### config.mk
export PLATFORM = sky130hd
export DESIGN_NAME = udp_fcs_tx
export DESIGN_NICKNAME = d
export VERILOG_FILES = /design/src/rtl/udp_pkg.sv /design/src/rtl/udp_crc.sv /design/src/rtl/udp_fcs_tx.sv
export SDC_FILE = /design/constraint.sdc
export NUM_CORES = 1
export LEC_CHECK = 0
export CORE_MARGIN = 3
export CORE_UTILIZATION = 60
export CTS_CLUSTER_DIAMETER = 80
export CTS_CLUSTER_SIZE = 16
export DETAILED_ROUTE_END_ITERATION = 6
export PLACE_DENSITY = 0.88
export SLEW_MARGIN = 25
export SYNTH_ARGS = -nofsm -noshare
export SYNTH_HDL_FRONTEND = slang
export SYNTH_SLANG_ARGS = --single-unit
### constraint.sdc
create_clock -name clk -period 6.6 [get_ports clk]
set_input_delay 1.32 -clock clk [delete_from_list [all_inputs] [get_ports clk]]
set_output_delay 1.32 -clock clk [all_outputs]
set_load 0.1 [all_outputs]
### src/rtl/udp_pkg.sv
// Shared types and constants for the UDP/Ethernet TX FCS path.
// Reflected CRC-32 held MSB-first so FCS bits read out in wire order.
package udp_pkg;

  typedef enum logic [1:0] {
    IDLE,
    DATA,
    PAD,
    FCS
  } state_t;

  localparam int UDP_MIN_PAYLOAD = 60;
  localparam int UDP_FCS_BYTES   = 4;

  localparam logic [31:0] UDP_CRC_INIT = 32'hFFFF_FFFF;
  localparam logic [31:0] UDP_CRC_POLY = 32'h04C1_1DB7;

  // One byte of CRC-32, data bits fed LSB first
  function automatic logic [31:0] crc_step(
    input logic [31:0] c,
    input logic [7:0]  d
  );
    logic [31:0] r;
    logic        fb;
    r = c;
    for (int i = 0; i < 8; i++) begin
      fb = r[31] ^ d[i];
      r  = {r[30:0], 1'b0} ^ (fb ? UDP_CRC_POLY : 32'h0);
    end
    return r;
  endfunction

endpackage

### src/rtl/udp_crc.sv
// Byte-wide Ethernet CRC-32 engine.
// Synchronous clear has priority over enable.
module udp_crc
  import udp_pkg::*;
(
  input  logic        clk,
  input  logic        nrst,
  input  logic        i_sreset,
  input  logic        i_enable,
  input  logic [7:0]  i_dat,
  output logic [31:0] o_crc
);

  always_ff @(posedge clk or negedge nrst) begin
    if (!nrst) begin
      o_crc <= UDP_CRC_INIT;
    end else if (i_sreset) begin
      o_crc <= UDP_CRC_INIT;
    end else if (i_enable) begin
      o_crc <= crc_step(o_crc, i_dat);
    end
  end

endmodule

### src/rtl/udp_fcs_tx.sv
// TX frame forwarder appending the Ethernet FCS, LSB first.
// Define UDP_FCS_PAD_EN to zero-pad short frames to 60 bytes.
module udp_fcs_tx
  import udp_pkg::*;
(
  input  logic        clk,
  input  logic        nrst,
  input  logic        i_flush,
  input  logic [7:0]  s_dat,
  input  logic        s_valid,
  input  logic        s_last,
  output logic        s_ready,
  output logic [7:0]  m_dat,
  output logic        m_valid,
  output logic        m_last,
  input  logic        m_ready,
  output logic        o_busy,
  output logic [15:0] o_frm_cnt
);

  state_t      st, st_n;
  logic [5:0]  cnt, cnt_n, cnt_inc;
  logic [1:0]  idx, idx_n;
  logic [7:0]  dat_n;
  logic        vld_n, last_n;
  logic [15:0] frm_n;
  logic        ld, acc, pad_go;
  logic        crc_en, crc_clr;
  logic [7:0]  crc_d;
  logic [31:0] crc, fcs;

  assign ld      = !m_valid || m_ready;
  assign s_ready = (st == IDLE || st == DATA) && ld;
  assign acc     = s_valid && s_ready;
  assign o_busy  = (st != IDLE);
  assign cnt_inc = (cnt == 6'd63) ? cnt : cnt + 6'd1;

`ifdef UDP_FCS_PAD_EN
  assign pad_go = (cnt_inc < 6'(UDP_MIN_PAYLOAD));
`else
  assign pad_go = 1'b0;
`endif

  // Wire-order FCS: complemented, bit-reversed CRC
  always_comb begin
    fcs = '0;
    for (int i = 0; i < 32; i++) begin
      fcs[i] = ~crc[31-i];
    end
  end

  always_comb begin
    st_n    = st;
    cnt_n   = cnt;
    idx_n   = idx;
    dat_n   = m_dat;
    vld_n   = m_valid;
    last_n  = m_last;
    frm_n   = o_frm_cnt;
    crc_en  = 1'b0;
    crc_clr = 1'b0;
    crc_d   = s_dat;
    if (ld) begin
      vld_n  = 1'b0;
      last_n = 1'b0;
    end
    unique case (st)
      IDLE, DATA: begin
        if (acc) begin
          dat_n  = s_dat;
          vld_n  = 1'b1;
          crc_en = 1'b1;
          cnt_n  = cnt_inc;
          if (s_last) begin
            st_n = pad_go ? PAD : FCS;
          end else begin
            st_n = DATA;
          end
        end
      end
`ifdef UDP_FCS_PAD_EN
      PAD: begin
        if (ld) begin
          dat_n  = 8'h00;
          vld_n  = 1'b1;
          crc_en = 1'b1;
          crc_d  = 8'h00;
          cnt_n  = cnt_inc;
          if (cnt_inc >= 6'(UDP_MIN_PAYLOAD)) begin
            st_n = FCS;
          end
        end
      end
`endif
      FCS: begin
        if (ld) begin
          dat_n = fcs[{idx, 3'b000} +: 8];
          vld_n = 1'b1;
          idx_n = idx + 2'd1;
          if (idx == 2'(UDP_FCS_BYTES - 1)) begin
            last_n  = 1'b1;
            crc_clr = 1'b1;
            frm_n   = o_frm_cnt + 16'd1;
            cnt_n   = '0;
            idx_n   = '0;
            st_n    = IDLE;
          end
        end
      end
      default: st_n = IDLE;
    endcase
    if (i_flush) begin
      st_n    = IDLE;
      cnt_n   = '0;
      idx_n   = '0;
      dat_n   = m_dat;
      vld_n   = 1'b0;
      last_n  = 1'b0;
      frm_n   = o_frm_cnt;
      crc_en  = 1'b0;
      crc_clr = 1'b1;
    end
  end

  always_ff @(posedge clk or negedge nrst) begin
    if (!nrst) begin
      st        <= IDLE;
      cnt       <= '0;
      idx       <= '0;
      m_dat     <= '0;
      m_valid   <= 1'b0;
      m_last    <= 1'b0;
      o_frm_cnt <= '0;
    end else begin
      st        <= st_n;
      cnt       <= cnt_n;
      idx       <= idx_n;
      m_dat     <= dat_n;
      m_valid   <= vld_n;
      m_last    <= last_n;
      o_frm_cnt <= frm_n;
    end
  end

  udp_crc u_crc (
    .clk      (clk),
    .nrst     (nrst),
    .i_sreset (crc_clr),
    .i_enable (crc_en),
    .i_dat    (crc_d),
    .o_crc    (crc)
  );

endmodule

==> results.json, run 1 <==
{
  "cts_hold_buffers": 0,
  "place.port_buffers": 41,
  "areaGrowthSynthToFinish_pct": 18.96,
  "holdCritStartpoint": "o_frm_cnt[15]",
  "xor_xnor_fraction_of_synth_area": 0.2426,
  "crit_chain": "clkdlybuf4s50_1 > nor2b_1 > nor2_1 > clkdlybuf4s50_1",
  "finalHoldViolCount": 0,
  "clock-sinks": 62,
  "gr-usage-all-layers": 0.2493,
  "clock_tree.htree_level_count": 3,
  "vdd_drop_max_mv": 0.2256,
  "route.detailed.wl_per_inst_um": 17.72,
  "r2r-end": "o_frm_cnt[11]",
  "setup_repair_after_global_routing_missed_its_margin": "no",
  "maxSlewHeadroom": 0.3332,
  "worstRegToRegCells": 6,
  "cts_repair_resize_count": 0,
  "synth_top_family_by_area": "XOR/XNOR gates",
  "gp_routability_congestion": 0.8125,
  "worst_slew_pin_slew_ns": 0.9971,
  "worst-path-max-fanout": 8,
  "post-synth-top-area-fraction": 0.2391,
  "final_max_slew_viol_count": 0,
  "vias": 2584,
  "pre_cts_ws_ns": 2.028,
  "cts_max_path_buffers": 2,
  "hold-path-endpoint": "o_frm_cnt[15]",
  "setup.worst_path.start_class": "input port",
  "synth-seq-cells": 62,
  "hold_depth": 1,
  "setup-tns-final_ns": 0,
  "critical-path-max-stage-delay_ns": 0.99,
  "synth_area_leader_cell": "dfstp_2",
  "ys_warn_count": 0,
  "timing.setup.critical_path_class": "in -> out",
  "postCtsSetupBuffers": 0,
  "reg2reg_setup_slack_ns": 3.82,
  "finalSetupViolations": 0,
  "multi_input_comb_area_um2": 1851,
  "instance_count_after_placement_with_tap_cells_included": 427,
  "critical_path.most_common_cell": "clkdlybuf4s50_1",
  "hold_path_class": "reg -> reg",
  "io_pins": 42,
  "netlist_instances": 326,
  "tritoncts": "done",
  "first_pass_grt_wire_length_um": 12520,
  "cp_num_buf_inv": 2,
  "synth_area_in_compound_gates": 0.1081,
  "instances_no_fill": 443,
  "fillCellCount": 353,
  "setup_clock_skew_after_layout_ns": 0.007707,
  "r2r-start": "idx[0]",
  "largest_net_degree_at_the_start_of_global_routing": 63,
  "drc": 0,
  "worstPathArrival_ns": 3.33,
  "final.setup.worst_slack_ns": 1.953,
  "cts_buffers": 9,
  "drtAntennaViolNets": 0,
  "timing.final.crit_period_ns": 4.647,
  "p_leak_nw": 1.689,
  "drt-pass1-iter-count": 5,
  "timing.critical_path.required_ns": 5.28,
  "grt_pass1_vias": 2588,
  "grt-ovfl-total": 0,
  "yosysUniqueCellTypes": 39,
  "sequential_cell_area_um2": 1592,
  "status": "finished clean",
  "share_of_final_layout_standard_cells_stronger_than_drive_strength_1": 0.1860,
  "design.die.area_um2": 6816,
  "synth-edff-count": 0,
  "globalRouteMet3Util": 0.04772,
  "grt.met1_usage": 0.3210,
  "clk_transition_reported_paths_ns": 0.07,
  "kind_of_end_point_of_the_critical_path": "output pin",
  "async_flop_share": 1.000,
  "final_net_count": 382,
  "rows": 27,
  "critical-path-top-delay-family": "buffers and inverters",
  "drt-vias-per-instance": 5.833,
  "floorplan_core_area_um2": 5574,
  "power_mw": 1.563,
  "grt.busiest_layer": "met2",
  "cap_viol_max_count": 0,
  "muxShareOfSynthArea": 0.05550,
  "post_synth_most_frequent_cells": "nand2_1 (53), xnor2_1 (49), dfstp_2 (32)",
  "min_period_over_period": 0.7041,
  "dp.final_hpwl_um": 5207,
  "dominantRegCellSynth": "dfstp_2",
  "grtUsageMet2": 0.4038,
  "wirelength_um": 7852,
  "cp_slowest_cell": "clkdlybuf4s50_1",
  "synth_simple_gate_area_frac": 0.1103,
  "yosys.area_share.adder": 0.007115,
  "post_synthesis_net_count": 342,
  "cts_root_buffer": "clkbuf_8",
  "vertical_extent_of_the_die_um": 82.56,
  "antenna_violations_before_repair": 0,
  "diodes": 0,
  "insertion_delay_to_the_later_sink_of_the_worst_skew_pair_ns": 0.34,
  "pwr_dens_nw_per_um2": 373.5,
  "post-synth-top-count-cell": "nand2_1",
  "mean_post_synth_cell_area_um2": 10.79,
  "cell_area_after_technology_mapping_um2": 3517,
  "chip_width_um": 82.56,
  "initialDrtViolationCount": 231,
  "floorplan.initialDensity": 0.6310,
  "synth_area_leaders": "dfstp_2 (24%), dfrtp_1 (21%), xnor2_1 (12%), xor2_1 (6.2%), nand2_1 (5.7%)",
  "synth-seq-area-share": 0.4525,
  "max_freq_mhz": 215.2,
  "postLayoutCoreUtil": 0.7506
}
## flip-flops by register name (all words and copies together) (netlist names)
| register | cells |
|---|---|
| u_crc.o_crc | 32 |
| o_frm_cnt | 16 |
| m_dat | 8 |
| idx | 2 |
| st | 2 |
| m_last | 1 |
| m_valid | 1 |
## through the flow
step | hold slack (ns) | area [µm²]
finish | 0.4778 | 4184
global route | 0.5126 | 4184
CTS | 0.4755 | 4179
detailed placement | 0.4627 | 3978
global placement | 0.4584 | 3978
floorplan | 0.4792 | 3517
## kinds of logic (layout without fill, tap and decap cells)
group,count (synthesis),in the layout
AND/OR/NAND/NOR,88,88
buffers and inverters,20,65
XOR/XNOR,84,84
flip-flops,62,62
adder cells (fa/ha/maj),2,2
multiplexers,9,9
AO/OA/AOI/OAI,61,61
## metal layers
layer | up-vias | share of wire
li1 | 1204 | -
met5 | - | 0
met1 | 1281 | 0.40
met4 | 0 | 0.017
met3 | 15 | 0.057
met2 | 84 | 0.52
## layout make-up
cell class                      instances  share of cell area
Sequential cell                        62              0.3804
Inverter                                4            0.003589
Multi-Input combinational cell        244              0.4423
Timing Repair Buffer                   45              0.1041
Tap cell                               72             0.02153
Clock inverter                          3             0.01017
Clock buffer                           13             0.03798
## cells in the final DEF (no fill, tap or decap), drive strengths merged, types with 2 or more instances in the layout
cell,synthesis,routed
o211ai,26,26
xnor2,52,52
nand4,3,3
buf,1,5
dfstp,32,32
xor3,3,3
nand2,53,53
nand3,7,7
dfrtp,30,30
and3,4,4
o21ai,21,21
nor3,3,3
ha,2,2
xnor3,3,3
xor2,26,26
nor2,10,10
clkbuf,14,13
inv,4,4
nor4,2,2
mux4,8,8
a21oi,10,10
clkdlybuf4s50,0,40
## worst max path at each step
stage             from  endpoint  slack (ns)  cells past startpoint
2_1_floorplan  m_ready   s_ready        2.47                      3
3_3_place_gp   m_ready   s_ready        2.05                      4
3_5_place_dp   m_ready   s_ready        2.03                      4
4_1_cts        m_ready   s_ready        2.01                      4
5_1_grt        m_ready   s_ready        1.92                      4
6_report       m_ready   s_ready        1.95                      4
## report_power, final
part | switching (mW) | total (mW) | internal (mW)
clock network | 0.149 | 0.344 | 0.195
registers | 0.0554 | 0.529 | 0.474
logic | 0.374 | 0.690 | 0.317
No activity file was read; power rests on OpenSTA's default activity.
==> run 2, diff against run 1 <==
--- a/config.mk
+++ b/config.mk
@@ -6,11 +6,11 @@
 export NUM_CORES = 1
 export LEC_CHECK = 0
 export CORE_MARGIN = 3
-export CORE_UTILIZATION = 60
+export CORE_UTILIZATION = 56
 export CTS_CLUSTER_DIAMETER = 80
 export CTS_CLUSTER_SIZE = 16
 export DETAILED_ROUTE_END_ITERATION = 6
-export PLACE_DENSITY = 0.88
+export PLACE_DENSITY = 0.83
 export SLEW_MARGIN = 25
 export SYNTH_ARGS = -nofsm -noshare
 export SYNTH_HDL_FRONTEND = slang
==> constraint.sdc (replaced) <==
create_clock -name clk -period 4.3 [get_ports clk]
set_input_delay 0.86 -clock clk [delete_from_list [all_inputs] [get_ports clk]]
set_output_delay 0.86 -clock clk [all_outputs]
set_load 0.1 [all_outputs]
==> results.json, run 2 (same netlist as run 1, synthesis figures left out) <==
{
  "vertical_extent_of_the_die_um": 85.25,
  "p_leak_nw": 1.705,
  "kind_of_end_point_of_the_critical_path": "output pin",
  "cts_hold_buffers": 0,
  "worst-path-max-fanout": 8,
  "pre_cts_ws_ns": 1.162,
  "vdd_drop_max_mv": 0.3448,
  "most-common-layout-cells": "nand2_1 (53), xnor2_1 (49), clkdlybuf4s50_1 (39)",
  "areaGrowthSynthToFinish_pct": 19.25,
  "cts_root_buffer": "clkbuf_8",
  "tritoncts": "done",
  "cts_buffers": 9,
  "wirelength_um": 7521,
  "cts_repair_resize_count": 0,
  "chip_width_um": 85.25,
  "pwr_dens_nw_per_um2": 573.9,
  "largest_net_degree_at_the_start_of_global_routing": 62,
  "initialDrtViolationCount": 174,
  "cp_slowest_cell": "nor2b_1",
  "grt_pass1_vias": 2539,
  "grt-ovfl-total": 0,
  "hold_depth": 1,
  "cp_num_buf_inv": 2,
  "drt-pass1-iter-count": 4,
  "share_of_final_layout_standard_cells_stronger_than_drive_strength_1": 0.1930,
  "status": "finished clean",
  "final_max_slew_viol_count": 0,
  "setup-tns-final_ns": 0,
  "timing.final.crit_period_ns": 3.000,
  "reg.largest.list": "u_crc.o_crc (32), o_frm_cnt (16), m_dat (8)",
  "clk_transition_reported_paths_ns": 0.06,
  "worstPathArrival_ns": 2.14,
  "floorplan_core_area_um2": 5991,
  "gp_routability_congestion": 0.8195,
  "finalHoldViolCount": 0,
  "maxSlewHeadroom": 0.3449,
  "gr-usage-all-layers": 0.2223,
  "max_freq_mhz": 333.4,
  "cap_viol_max_count": 0,
  "worst_slew_pin_slew_ns": 0.9796,
  "largest_register_ff_count": 32,
  "critical-path-max-stage-delay_ns": 0.45,
  "crit_chain": "clkdlybuf4s50_1 > nor2b_1 > nor2_1 > buf_4",
  "hold_path_class": "reg -> reg",
  "biggest_register": "u_crc.o_crc",
  "sequential_cell_area_um2": 1592,
  "mostFrequentLayoutCell": "nand2_1",
  "first_pass_grt_wire_length_um": 12590,
  "clock-sinks": 62,
  "antenna_violations_before_repair": 0,
  "multi_input_comb_area_um2": 1846,
  "drc": 0,
  "final_net_count": 384,
  "clock_tree.htree_level_count": 3,
  "route.detailed.wl_per_inst_um": 16.79,
  "floorplan.initialDensity": 0.5871,
  "timing.critical_path.required_ns": 3.44,
  "final.setup.worst_slack_ns": 1.300,
  "timing.setup.critical_path_class": "in -> out",
  "place.port_buffers": 41,
  "finalSetupViolations": 0,
  "min_period_over_period": 0.6976,
  "fillCellCount": 430,
  "diodes": 0,
  "critical-path-top-delay-family": "buffers and inverters",
  "drtAntennaViolNets": 0,
  "cts_max_path_buffers": 2,
  "vias": 2518,
  "drt-vias-per-instance": 5.621,
  "setup_clock_skew_after_layout_ns": 0.006446,
  "critical_path_cell_count": 4,
  "io_pins": 42,
  "setup.worst_path.start_class": "input port",
  "postCtsSetupBuffers": 0,
  "design.die.area_um2": 7268,
  "worstRegToRegCells": 5,
  "setup_repair_after_global_routing_missed_its_margin": "no",
  "dp.final_hpwl_um": 5163,
  "rows": 28,
  "insertion_delay_to_the_later_sink_of_the_worst_skew_pair_ns": 0.34
}
## run 2: layout make-up
class | count | area share
Inverter | 4 | 0.003580
Clock inverter | 4 | 0.01074
Multi-Input combinational cell | 244 | 0.4400
Timing Repair Buffer | 47 | 0.1068
Clock buffer | 12 | 0.03699
Tap cell | 75 | 0.02237
Sequential cell | 62 | 0.3795
## run 2: final timing paths
| path | startpoint | to | slack [ns] |
|---|---|---|---|
| worst max-delay path | m_ready | s_ready | 1.30 |
| worst min-delay path | o_frm_cnt[15] | o_frm_cnt[15] | 0.47 |
| worst max register to register | idx[0] | u_crc.o_crc[6] | 1.94 |
| worst min register to register | o_frm_cnt[15] | o_frm_cnt[15] | 0.47 |
| max in group asynchronous | nrst | u_crc.o_crc[20] | 2.90 |
| min in group asynchronous | nrst | m_dat[0] | 0.50 |
## run 2: power breakdown
group | switching, mW | leakage [nW] | total, mW | internal [mW]
Sequential | 0.0849 | 0.738 | 0.812 | 0.727
Combinational | 0.580 | 0.861 | 1.07 | 0.489
Clock | 0.229 | 0.106 | 0.525 | 0.297
## run 2: metrics by stage
stage            util  cells  cell area [µm²]  hold WS [ns]  power, mW
2_1_floorplan       -    326             3517        0.4792      1.668
3_3_place_gp   0.6667    432             3994        0.4580      1.850
3_5_place_dp   0.6667    432             3994        0.4597      1.881
4_1_cts        0.7001    448             4194        0.4756      2.415
5_1_grt        0.7001    448             4194        0.5095      2.531
6_report       0.7001    448             4194        0.4678      2.407
## run 2: metal layers
metal / vias up / wire, µm / track usage / share of wire
met4: 0 / 157 / 0.1137 / 0.021
met5: - / 0 / 0 / 0
met3: 14 / 455 / 0.03981 / 0.060
li1: 1203 / - / - / -
met1: 1231 / 3210 / 0.2844 / 0.43
met2: 70 / 3697 / 0.3616 / 0.49
